$ cat src/rtl/uart_pkg.sv
// Definitions shared by the UART transmit and receive controllers:
// FSM state encoding, oversampling ratio and default frame parameters.
package uart_pkg;

    localparam int OVERSAMPLE   = 16;
    localparam int DEF_DBITS    = 8;
    localparam int DEF_SB_TICKS = 16;

    localparam logic [2:0] ST_IDLE   = 3'd0;
    localparam logic [2:0] ST_START  = 3'd1;
    localparam logic [2:0] ST_DATA   = 3'd2;
    localparam logic [2:0] ST_PARITY = 3'd3;
    localparam logic [2:0] ST_STOP   = 3'd4;

    typedef enum logic [2:0] {
        IDLE   = ST_IDLE,
        START  = ST_START,
        DATA   = ST_DATA,
        PARITY = ST_PARITY,
        STOP   = ST_STOP
    } uart_state_t;

    // A stop period longer than one bit needs a fifth tick-counter bit.
    function automatic int tick_cnt_width(input int sb_ticks);
        return (sb_ticks > OVERSAMPLE) ? 5 : 4;
    endfunction

endpackage

$ cat src/rtl/uart_tx_shreg.sv
// Transmit data register: parallel load, shift right toward the LSB, and a
// running parity flop folded with every bit that leaves position 0.
module uart_tx_shreg
    import uart_pkg::*;
#(
    parameter int   DBITS    = DEF_DBITS,
    parameter logic PAR_INIT = 1'b0
) (
    input  logic             clk,
    input  logic             reset,
    input  logic             load,
    input  logic             shift,
    input  logic [DBITS-1:0] din,
    output logic             lsb,
    output logic             par
);

    logic [DBITS-1:0] b_reg;
    logic [DBITS-1:0] b_next;
    logic             par_reg;
    logic             par_next;
    logic [DBITS-1:0] shifted;

    for (genvar gi = 0; gi < DBITS; gi++) begin : g_shift
        if (gi == DBITS - 1) begin : g_msb
            assign shifted[gi] = 1'b0;
        end else begin : g_bit
            assign shifted[gi] = b_reg[gi+1];
        end
    end

    always_comb begin
        b_next   = b_reg;
        par_next = par_reg;
        if (load) begin
            b_next   = din;
            par_next = PAR_INIT;
        end else if (shift) begin
            b_next   = shifted;
            par_next = par_reg ^ b_reg[0];
        end
    end

    always_ff @(posedge clk or negedge reset) begin
        if (!reset) begin
            b_reg   <= '0;
            par_reg <= 1'b0;
        end else begin
            b_reg   <= b_next;
            par_reg <= par_next;
        end
    end

    // Both outputs present the post-edge values so the controller can
    // register tx on the same edge that loads or shifts this register.
    assign lsb = b_next[0];
    assign par = par_next;

endmodule

$ cat src/rtl/uart_tx_ctrl.sv
// UART transmit controller: serialises one frame (start, data LSB-first,
// optional parity, stop) paced by the 16x oversampling tick.
module uart_tx_ctrl
    import uart_pkg::*;
#(
    parameter int DBITS      = DEF_DBITS,
    parameter int SB_TICKS   = DEF_SB_TICKS,
    parameter int PARITY_EN  = 0,
    parameter int PARITY_ODD = 0
) (
    input  logic             clk,
    input  logic             reset,
    input  logic             s_tick,
    input  logic             tx_start,
    input  logic [DBITS-1:0] din,
    output logic             tmr_en,
    output logic             tx_busy,
    output logic             tx_done_tick,
    output logic             tx
);

    localparam int SW = tick_cnt_width(SB_TICKS);
    localparam int NW = $clog2(DBITS);

    localparam logic [SW-1:0] BIT_LAST  = SW'(OVERSAMPLE - 1);
    localparam logic [SW-1:0] STOP_LAST = SW'(SB_TICKS - 1);
    localparam logic [NW-1:0] N_LAST    = NW'(DBITS - 1);

    uart_state_t   state_reg;
    uart_state_t   state_next;
    logic [SW-1:0] s_cnt_reg;
    logic [SW-1:0] s_cnt_next;
    logic [NW-1:0] n_cnt_reg;
    logic [NW-1:0] n_cnt_next;
    logic          tx_reg;
    logic          tx_next;
    logic          busy_reg;
    logic          busy_next;
    logic          tmr_en_reg;
    logic          tmr_en_next;
    logic          done_reg;
    logic          done_next;

    logic          sh_load;
    logic          sh_shift;
    logic          sh_lsb;
    logic          sh_par;

    uart_tx_shreg #(
        .DBITS    (DBITS),
        .PAR_INIT (PARITY_ODD != 0)
    ) u_shreg (
        .clk   (clk),
        .reset (reset),
        .load  (sh_load),
        .shift (sh_shift),
        .din   (din),
        .lsb   (sh_lsb),
        .par   (sh_par)
    );

    always_ff @(posedge clk or negedge reset) begin
        if (!reset) begin
            state_reg  <= IDLE;
            s_cnt_reg  <= '0;
            n_cnt_reg  <= '0;
            tx_reg     <= 1'b1;
            busy_reg   <= 1'b0;
            tmr_en_reg <= 1'b0;
            done_reg   <= 1'b0;
        end else begin
            state_reg  <= state_next;
            s_cnt_reg  <= s_cnt_next;
            n_cnt_reg  <= n_cnt_next;
            tx_reg     <= tx_next;
            busy_reg   <= busy_next;
            tmr_en_reg <= tmr_en_next;
            done_reg   <= done_next;
        end
    end

    always_comb begin
        state_next = state_reg;
        s_cnt_next = s_cnt_reg;
        n_cnt_next = n_cnt_reg;
        done_next  = 1'b0;
        sh_load    = 1'b0;
        sh_shift   = 1'b0;

        case (state_reg)
            IDLE: begin
                // busy_reg is still high during the done cycle, which holds
                // off a back-to-back request for exactly one clock.
                if (tx_start && !busy_reg) begin
                    sh_load    = 1'b1;
                    s_cnt_next = '0;
                    state_next = START;
                end
            end
            START: begin
                if (s_tick) begin
                    if (s_cnt_reg == BIT_LAST) begin
                        s_cnt_next = '0;
                        n_cnt_next = '0;
                        state_next = DATA;
                    end else begin
                        s_cnt_next = s_cnt_reg + SW'(1);
                    end
                end
            end
            DATA: begin
                if (s_tick) begin
                    if (s_cnt_reg == BIT_LAST) begin
                        s_cnt_next = '0;
                        sh_shift   = 1'b1;
                        if (n_cnt_reg == N_LAST) begin
                            state_next = (PARITY_EN != 0) ? PARITY : STOP;
                        end else begin
                            n_cnt_next = n_cnt_reg + NW'(1);
                        end
                    end else begin
                        s_cnt_next = s_cnt_reg + SW'(1);
                    end
                end
            end
            PARITY: begin
                if (s_tick) begin
                    if (s_cnt_reg == BIT_LAST) begin
                        s_cnt_next = '0;
                        state_next = STOP;
                    end else begin
                        s_cnt_next = s_cnt_reg + SW'(1);
                    end
                end
            end
            STOP: begin
                if (s_tick) begin
                    if (s_cnt_reg == STOP_LAST) begin
                        s_cnt_next = '0;
                        done_next  = 1'b1;
                        state_next = IDLE;
                    end else begin
                        s_cnt_next = s_cnt_reg + SW'(1);
                    end
                end
            end
            default: begin
                state_next = IDLE;
                s_cnt_next = '0;
            end
        endcase
    end

    // Outputs are decoded from the next state so they change on the same
    // edge as the transition that causes them.
    always_comb begin
        tx_next = 1'b1;
        case (state_next)
            START:   tx_next = 1'b0;
            DATA:    tx_next = sh_lsb;
            PARITY:  tx_next = sh_par;
            default: tx_next = 1'b1;
        endcase
        busy_next   = (state_next != IDLE) || done_next;
        tmr_en_next = (state_next != IDLE) || done_next;
    end

    assign tx           = tx_reg;
    assign tx_busy      = busy_reg;
    assign tmr_en       = tmr_en_reg;
    assign tx_done_tick = done_reg;

endmodule

$ cat config.mk
export PLATFORM = sky130hd
export DESIGN_NAME = uart_tx_ctrl
export DESIGN_NICKNAME = d
export VERILOG_FILES = /design/src/rtl/uart_pkg.sv /design/src/rtl/uart_tx_shreg.sv /design/src/rtl/uart_tx_ctrl.sv
export SDC_FILE = /design/constraint.sdc
export NUM_CORES = 1
export LEC_CHECK = 0
export BUFFER_PORTS_ARGS = -buffer_cell sky130_fd_sc_hd__buf_2
export CORE_UTILIZATION = 56
export DETAILED_ROUTE_END_ITERATION = 12
export GPL_TIMING_DRIVEN = 0
export PLACE_DENSITY = 0.83
export SYNTH_ARGS = -nofsm -noshare
export SYNTH_HDL_FRONTEND = slang
export SYNTH_HIERARCHICAL = 1
export SYNTH_SLANG_ARGS = --single-unit
$ cat constraint.sdc
create_clock -name clk -period 3.8 [get_ports clk]
set_input_delay 0.76 -clock clk [delete_from_list [all_inputs] [get_ports clk]]
set_output_delay 0.76 -clock clk [all_outputs]
set_load 0.02 [all_outputs]
### Word-level counts from Yosys, hierarchy flattened

Cells that the tools add are included.

* bits in registers: 22
* bits of input ports: 12
* output and inout bits: 4

* $add $sub $neg: 2
* equal/unequal tests: 16
* muxes and demuxes: 32
* bitwise gates (word level): 1
* reductions and logical operators: 10

Operators by type and width (count)
* 3-bit two-way mux: 15
* 8-bit two-way mux: 2
* 3-bit case mux with 5 select lines: 1
* 3-bit by 2-bit == test with 1-bit output (second input constant): 4
* 4-bit two-way mux: 3
* 2-bit inequality test (second input constant): 6
* 1-bit two-way mux: 8
* 4-bit case mux with 2 select lines: 1
* 3-bit by 1-bit == test with 1-bit output (second input constant): 2
* 3-bit == test (second input constant): 2
* 3-bit case mux with 2 select lines: 1
* 6-bit AND reduction: 1
* 4-bit by 1-bit adder with 4-bit output (second input constant): 1
* 4-bit == test (second input constant): 1
* 2-bit nonzero test: 2
* 4-bit OR reduction: 1
* 3-bit by 1-bit adder with 3-bit output (second input constant): 1
* 3-bit logical NOT: 1
* 1-bit case mux with 3 select lines: 1
* 3-bit nonzero test: 1
* 2-bit by 1-bit inequality test with 1-bit output (second input constant): 1
* 2-bit AND reduction: 1
* 1-bit logical AND: 1
* 1-bit logical NOT: 1
* other kinds (2): 2

### Longest topological paths before layout

Gate-level depths: netlist of run 1.

* depth in word-level cells: 7
* depth in mapped cells: 9
* mapped depth without buffers: 8

### Hierarchy

Netlist of run 1, hierarchy kept.

By module, submodules not included
* uart_tx_ctrl: times used 1, cells each 77, area an instance 762.0 um2
* uart_tx_shreg: times used 1, cells each 38, area an instance 424.2 um2

### Worst setup path after synthesis of run 1

No wires, ideal clock.

* kind: input to register
* from: input port s_tick
* to: register tx_reg (netlist: tx)
* library setup time: 0.084 ns
* arrival: 2.256 ns
* data required time: 3.716 ns
* slack: 1.460 ns
* stages on the path: 8
* buffers on the path: 1
* path through: nand4_1 nor3_1 buf_6 mux2i_1 o21ai_2 or4_1 o31ai_1 o2bb2ai_1

* word-level cells in the longest chain between the ends: 5
* elaborated cells between the ends (all ways): 15

RTL lines
* start, declared: RTL line uart_tx_ctrl.sv:13 `input logic s_tick,`
* 1-bit two-way mux
* 1-bit two-way mux: RTL line uart_tx_ctrl.sv:90 `case (state_reg)`
* net sh_shift: RTL line uart_tx_ctrl.sv:45 `logic sh_shift;`
* 8-bit two-way mux: RTL line uart_tx_shreg.sv:38 `end else if (shift) begin`
* 8-bit two-way mux: RTL line uart_tx_shreg.sv:35 `if (load) begin`
* net sh_lsb: RTL line uart_tx_ctrl.sv:46 `logic sh_lsb;`
* 1-bit case mux with 3 select lines: RTL line uart_tx_ctrl.sv:158 `case (state_next)`
* net tx_next: RTL line uart_tx_ctrl.sv:36 `logic tx_next;`
* end signal, assigned: RTL line uart_tx_ctrl.sv:75 `tx_reg <= tx_next;`
* end, declared: RTL line uart_tx_ctrl.sv:35 `logic tx_reg;`

The timed path passes the listed nets, and every way through them passes these cells. The select of a mux whose other input is x is not followed.
A chain may end at the register's enable or synchronous reset.

### Worst setup path in the final report of run 1

* from: register s_cnt_reg[0]
* to: register tx_reg (netlist: tx)

* word-level cells in the longest chain between the ends: 7
* elaborated cells between the ends (all ways): 21

RTL lines
* start, declared: RTL line uart_tx_ctrl.sv:31 `logic [SW-1:0] s_cnt_reg;`
* start signal, assigned: RTL line uart_tx_ctrl.sv:73 `s_cnt_reg <= s_cnt_next;`
* 4-bit == test: RTL line uart_tx_ctrl.sv:113 `if (s_cnt_reg == BIT_LAST) begin`
* 1-bit two-way mux: RTL line uart_tx_ctrl.sv:113
* 1-bit two-way mux
* 1-bit two-way mux: RTL line uart_tx_ctrl.sv:90
* net sh_shift: RTL line uart_tx_ctrl.sv:45
* 8-bit two-way mux: RTL line uart_tx_shreg.sv:38
* 8-bit two-way mux: RTL line uart_tx_shreg.sv:35
* net sh_lsb: RTL line uart_tx_ctrl.sv:46
* 1-bit case mux with 3 select lines: RTL line uart_tx_ctrl.sv:158
* net tx_next: RTL line uart_tx_ctrl.sv:36

The timed path passes the listed nets, and every way through them passes these cells. The select of a mux whose other input is x is not followed.

==> results of run 1 <==
layer usage:
| layer | track usage (%) | vias to the layer above |
|---|---|---|
| met3 | 2.26 | 4 |
| li1 | - | 454 |
| met2 | 32.2 | 11 |
| met4 | 6.67 | 0 |
| met1 | 28.2 | 424 |
| met5 | 0 | - |
how the worst max path moves through the flow:
stage          cells after the start                     start            to
2_1_floorplan                      8                    s_tick  tx$_DFF_PN1_
3_3_place_gp                       9                    s_tick  tx$_DFF_PN1_
3_5_place_dp                       9                    s_tick  tx$_DFF_PN1_
4_1_cts                            9  s_cnt_reg[0]$_DFFE_PN0P_  tx$_DFF_PN1_
5_1_grt                            9  s_cnt_reg[0]$_DFFE_PN0P_  tx$_DFF_PN1_
6_report                           9  s_cnt_reg[0]$_DFFE_PN0P_  tx$_DFF_PN1_
kinds of logic (layout without fill, tap and decap cells):
kind of cell	after synthesis	after routing	share of synthesized area, %
AOI/OAI and AO/OA	28	28	17.5
and+or+nand+nor	40	40	17.0
DFF	22	22	46.5
adders and majority gates	3	3	3.16
muxes	11	11	9.81
buffers and inverters	11	30	6.01
metrics by stage:
stage / cell area (µm²) / cells
6_report: 1350 / 161
5_1_grt: 1350 / 161
4_1_cts: 1350 / 161
3_5_place_dp: 1290 / 157
3_3_place_gp: 1290 / 157
2_1_floorplan: 1190 / 115
synthesized netlist by cell type (all sizes together):
cell type,n
dfrtp,21
nand2,13
o21ai,10
mux2i,9
inv,6
nor2,6
buf,5
nand3,4
a21oi,3
ha,3
nand2b,3
nor3,3
o22ai,3
a32oi,2
and2,2
and3,2
mux2,2
or3,2
a211oi,1
a21bo,1
a221oi,1
a22o,1
a311o,1
and4,1
dfstp,1
nand3b,1
nand4,1
nor2b,1
o211ai,1
o21a,1
o2bb2ai,1
o31ai,1
o32ai,1
or4,1
power groups by stage:
| stage | logic (W) | registers [W] | clock network (W) |
|---|---|---|---|
| floorplan | 0.000237 | 0.000391 | 0 |
| global placement | 0.000297 | 0.000390 | 0 |
| detailed placement | 0.000314 | 0.000395 | 0 |
| CTS | 0.000315 | 0.000391 | 0.000182 |
| global route | 0.000354 | 0.000403 | 0.000189 |
| finish | 0.000313 | 0.000390 | 0.000178 |
worst register-to-register path: stages (launching register included):
cell       delay [ps]
dfrtp_1           400
ha_1              250
nand4_1           250
nor3_1            290
buf_6             190
mux2i_1           220
o21ai_2            90
or4_1             500
o31ai_1            80
o2bb2ai_1         100
layout make-up:
cell class                 count  share of cell area (%)
tap                           27                    2.51
clock buffer                   3                    1.67
timing repair buffer          15                    5.57
buffer                         5                    3.62
sequential                    22                    40.9
inverter                       6                    1.67
multi-input combinational     82                    41.8
clock inverter                 1                    2.23
==> results.cfg, run 1 <==
[floorplan]
core_um2 = 1980
initial_core_util_pct = 59.8
die_w_um = 48.0
ioPinCount = 16
rows = 16
fp.dieH_um = 48.0
dieArea_um2 = 2310

[pwr]
vdd_ir_drop_max_uv = 367
intPower_w = 0.000574
seqPwrFrac_pct = 44.3
p_total_w = 0.000880
p_switching_w = 0.000307
pwr_density_cell_nw_per_um2 = 653
leakage_nw = 0.571
switching_share_pct = 34.8
power.clock.fraction_pct = 20.3
power_frac_comb_pct = 35.5

[clocking]
cts_buffers = 3
clk_latency_ps = 310
cts_resized = 0
clockBufferDepth = 2
clockRootBuffer = clkbuf_4
cts-htree-levels = 1
cts_hold_buffers = 0
path_clk_slew_ps = 120
clock_sinks = 22
cts_tree = done
postCtsSetupRepairBufs = 0

[worst_setup_path]
crit_fanout = 10
critPathMaxStageDelay_ps = 500
rrSetupSlack_ps = 1360
crit_slowest_cell = or4_1
cp.arrival_ps = 2680
reg2reg_from = s_cnt_reg[0]$_DFFE_PN0P_
end_kind = flop
worst-setup-path-type = flop to flop
crit_buf_inv = 1
cp-start-kind = flop
r2r-end = tx$_DFF_PN1_
cp_data_required_time_ps = 4040
crit_chain = ha_1 > nand4_1 > nor3_1 > buf_6 > mux2i_1 > o21ai_2 > or4_1 > o31ai_1 > o2bb2ai_1
rr_worst_depth = 9
critical_path.top_delay_family = simple AND/OR/NAND/NOR gates

[hold_path]
hold_path.class = input port to asynchronous set/reset pin

[detailed_routing]
ant_nets = 0
met3_length_um = 39
wl_um = 2040
dr.first_iter.drc_count = 10
vias = 893
first_pass_iters = 4
route.met2.wl_um = 914
viasPerCell = 5.55
drt-wirelength-per-cell_um = 12.7
routed.top_layer = met4
route.detailed.drc = 0
drt-met1-wl_um = 1060

[synthesis]
yosysUniqueCellTypes = 42
netlist_top_cells_area = dfrtp_1 44%, mux2i_1 7.6%, nand2_1 4.1%, ha_1 3.2%, buf_6 2.8%
synth_area_um2 = 1190
yosys_warnings = 6
synth_seq_cells = 22
syn_avg_cell_area_um2 = 10.3
synth_cells = 115
synth_top_cell_by_area = dfrtp_1
synth_top_area_share_pct = 44.3
ys_seq_area_share_pct = 46.5
synth_nets = 130

[global_route]
grt_pass1_vias = 798
antenna_found_initial = 0
grt_pass1_wl_um = 3230
grt_max_degree = 23
grt_overflow_total = 0
grt_usage_pct = 20.0

[sta]
layout_min_cycle_time_ps = 2440
fmax_ghz = 0.410
skew_ps = 3.31
setup_viol = 0
drv_slew = 0
worstMarginPinSlew_ps = 530
fin_hold_ws_ps = 386
worst_slack_ps = 1360
finalHoldViolations = 0
finalSetupTns_ps = 0
timing.final.crit_share_pct = 64.2
relSlewSlack_pct = 64.6
rsz0062_at_grt = no

[layout]
antenna_cells = 0
mostFrequentLayoutCell = dfrtp_1
drive_above_1_share_pct = 26.1
fin_nets = 150
n_fill_cell = 158
postLayoutCoreUtil_pct = 68.0
area_growth_syn_to_layout_pct = 13.6
largest_reg_flops = 8
seq_area_um2 = 552
layout_common_cells = 21 x dfrtp_1, 15 x buf_2, 13 x nand2_1
multi_input_area_um2 = 563

[flow_run]
drv_cap = 0

[outcome]
status = completed

[place]
place_congestion = 0.844
numPortBuffers = 15
place_ws_ps = 1170
hpwl_um = 1580
Note: power is estimated with default switching activity, not from simulation.
==> run 2, diff against run 1 <==
Settings changed: CORE_UTILIZATION 56 to 50, PLACE_DENSITY 0.83 to 0.79.
Clock period 3.8 ns to 2 ns, I/O delays scaled along.
==> run 2 against run 1 <==
Compared with the run above: the run now ends with setup timing left; sequential share of layout area fell by 3.3 points; hold slack got worse by 370 ps; routed wire length rose by 15%; register-to-register slack got worse by 1500 ps; clock skew fell by 0.58 ps; sequential cell count did not move; core utilization fell by 2.4 points; total power rose by 94%; non-clock buffer count rose by 12; die area rose by 11%; critical path type unchanged; highest routed layer unchanged.
==> results.cfg, run 2 (synthesis gave the netlist of run 1 again) <==
[pwr]
p_switching_w = 0.000636
seqPwrFrac_pct = 44.0
pwr_density_cell_nw_per_um2 = 1160
vdd_ir_drop_max_uv = 795
leakage_nw = 0.630
intPower_w = 0.00107
power_frac_comb_pct = 41.4
power.clock.fraction_pct = 14.5
switching_share_pct = 37.3

[worst_setup_path]
crit_cells = 10
crit_slowest_cell = or4_4
worst-setup-path-type = flop to flop
end_kind = flop
crit_buf_inv = 5
critical_path.top_delay_family = buffers and inverters
cp_common_cell = buf_4
cp-start-kind = flop
crit_fanout = 4
rr_worst_depth = 10
crit_chain = ha_4 > nand4_1 > buf_4 > buf_4 > buf_4 > buf_4 > buf_4 > or4_4 > o31ai_2 > o2bb2ai_1
critPathMaxStageDelay_ps = 500
cp.arrival_ps = 2380
cp_data_required_time_ps = 2250

[global_route]
grt_max_degree = 23
grt_pass1_wl_um = 3850
grt_pass1_vias = 938
antenna_found_initial = 0
use_met3_pct = 3.33
grt_usage_pct = 20.8
use_met2_pct = 38.0
grt-busiest-layer = met2
use_met1_pct = 21.5
grt_overflow_total = 0

[clocking]
clock_sinks = 22
clockRootBuffer = clkbuf_4
cts-htree-levels = 1
cts_buffers = 3
clk_latency_ps = 310
cts_tree = done
clockBufferDepth = 2
cts_hold_buffers = 0
path_clk_slew_ps = 120

[sta]
layout_min_cycle_time_ps = 2130
relSlewSlack_pct = 68.1
fin_hold_ws_ps = 20.4
timing.final.crit_share_pct = 107
skew_ps = 2.73
worst_slack_ps = -131
worstMarginPinSlew_ps = 478
drv_slew = 0
setup_viol = 1
finalHoldViolations = 0
finalSetupTns_ps = -131
rsz0062_at_grt = yes
fmax_ghz = 0.469

[floorplan]
die_w_um = 50.7
initial_core_util_pct = 53.1
dieArea_um2 = 2570
core_um2 = 2230
fp.dieH_um = 50.7
ioPinCount = 16
rows = 17

[detailed_routing]
vias = 974
first_pass_iters = 4
route.detailed.drc = 0
viasPerCell = 5.60
wl_um = 2340
dr.first_iter.drc_count = 8
drt-wirelength-per-cell_um = 13.4
ant_nets = 0

[outcome]
status = finished with violations
violations = setup timing

[layout]
layout_common_cells = 21 x dfrtp_1, 15 x buf_2, 14 x buf_4
drive_above_1_share_pct = 37.0
postLayoutCoreUtil_pct = 65.6
n_fill_cell = 175
stdcell_area_um2 = 1470
mostFrequentLayoutCell = dfrtp_1
antenna_cells = 0
largest_reg_flops = 8
area_growth_syn_to_layout_pct = 23.5
fin_nets = 162

[place]
hpwl_um = 1540
numPortBuffers = 15
place_congestion = 0.728
dpl_cell_area_um2 = 1320

[hold_path]
hold_path.class = input port to asynchronous set/reset pin

[flow_run]
drv_cap = 0
==> run 2: changes by cell type in the layout (fill, tap and decap cells not counted), sizes merged <==
| cell | delta |
|---|---|
| buf | +12 |
| bufinv | -1 |
| clkbuf | +1 |
==> run 2: stage by stage <==
step	setup WS (ps)	instances	power, W
finish	-131	174	0.00171
global route	-226	174	0.00183
CTS	-71.9	171	0.00166
global placement	-283	158	0.00134
detailed placement	-305	158	0.00137
floorplan	-110	115	0.00122
==> run 2: what timing repair did <==
action	in CTS	in global routing
gates resized for setup	2	3
endpoints found under the setup margin	1	1
setup buffers	9	3
pin swaps	4	5
==> run 2: layout make-up <==
| type | count | area (µm²) | share of cell area (%) |
|---|---|---|---|
| repair buffers | 27 | 165 | 11.3 |
| inverters | 6 | 22.5 | 1.54 |
| plain buffers | 5 | 48.8 | 3.33 |
| flip-flops and latches | 22 | 552 | 37.7 |
| multi-input cells | 82 | 606 | 41.3 |
| well taps | 28 | 35.0 | 2.39 |
| clock buffers | 4 | 36.3 | 2.48 |
==> run 2: per-layer routing <==
metal  share of wire, %  vias to the layer above
li1                   -                      476
met1                 45                      461
met2                 49                       26
met3                3.0                       11
met4                2.9                        0
met5                  0                        -
==> run 2: worst reg2reg max path, delay by kind of cell (launching register included) <==
| family | cells | cell delay [ps] |
|---|---|---|
| AOI/OAI and AO/OA | 2 | 180 |
| buffers and inverters | 5 | 670 |
| and+or+nand+nor | 2 | 650 |
| DFF | 1 | 420 |
| adders and majority gates | 1 | 150 |
==> run 2: worst paths after layout <==
kind                       slack [ps]                      from                            to
setup / recovery                 -130  s_cnt_reg[1]$_DFFE_PN0P_                  tx$_DFF_PN1_
hold / removal                     20                     reset  u_shreg/b_reg[7]$_DFFE_PN0P_
setup reg to reg                 -130  s_cnt_reg[1]$_DFFE_PN0P_                  tx$_DFF_PN1_
hold reg to reg                   530  n_cnt_reg[2]$_DFFE_PN0P_      n_cnt_reg[2]$_DFFE_PN0P_
max in group asynchronous        1630                     reset                  tx$_DFF_PN1_
min in group clk                  300                    din[5]  u_shreg/b_reg[5]$_DFFE_PN0P_
==> run 2: power groups by stage <==
stage               clock [W]  sequential, W  combinational (W)
global placement            0       0.000750           0.000585
CTS                  0.000250       0.000741           0.000675
detailed placement          0       0.000754           0.000613
global route         0.000271       0.000772           0.000791
floorplan                   0       0.000752           0.000466
finish               0.000248       0.000751           0.000706
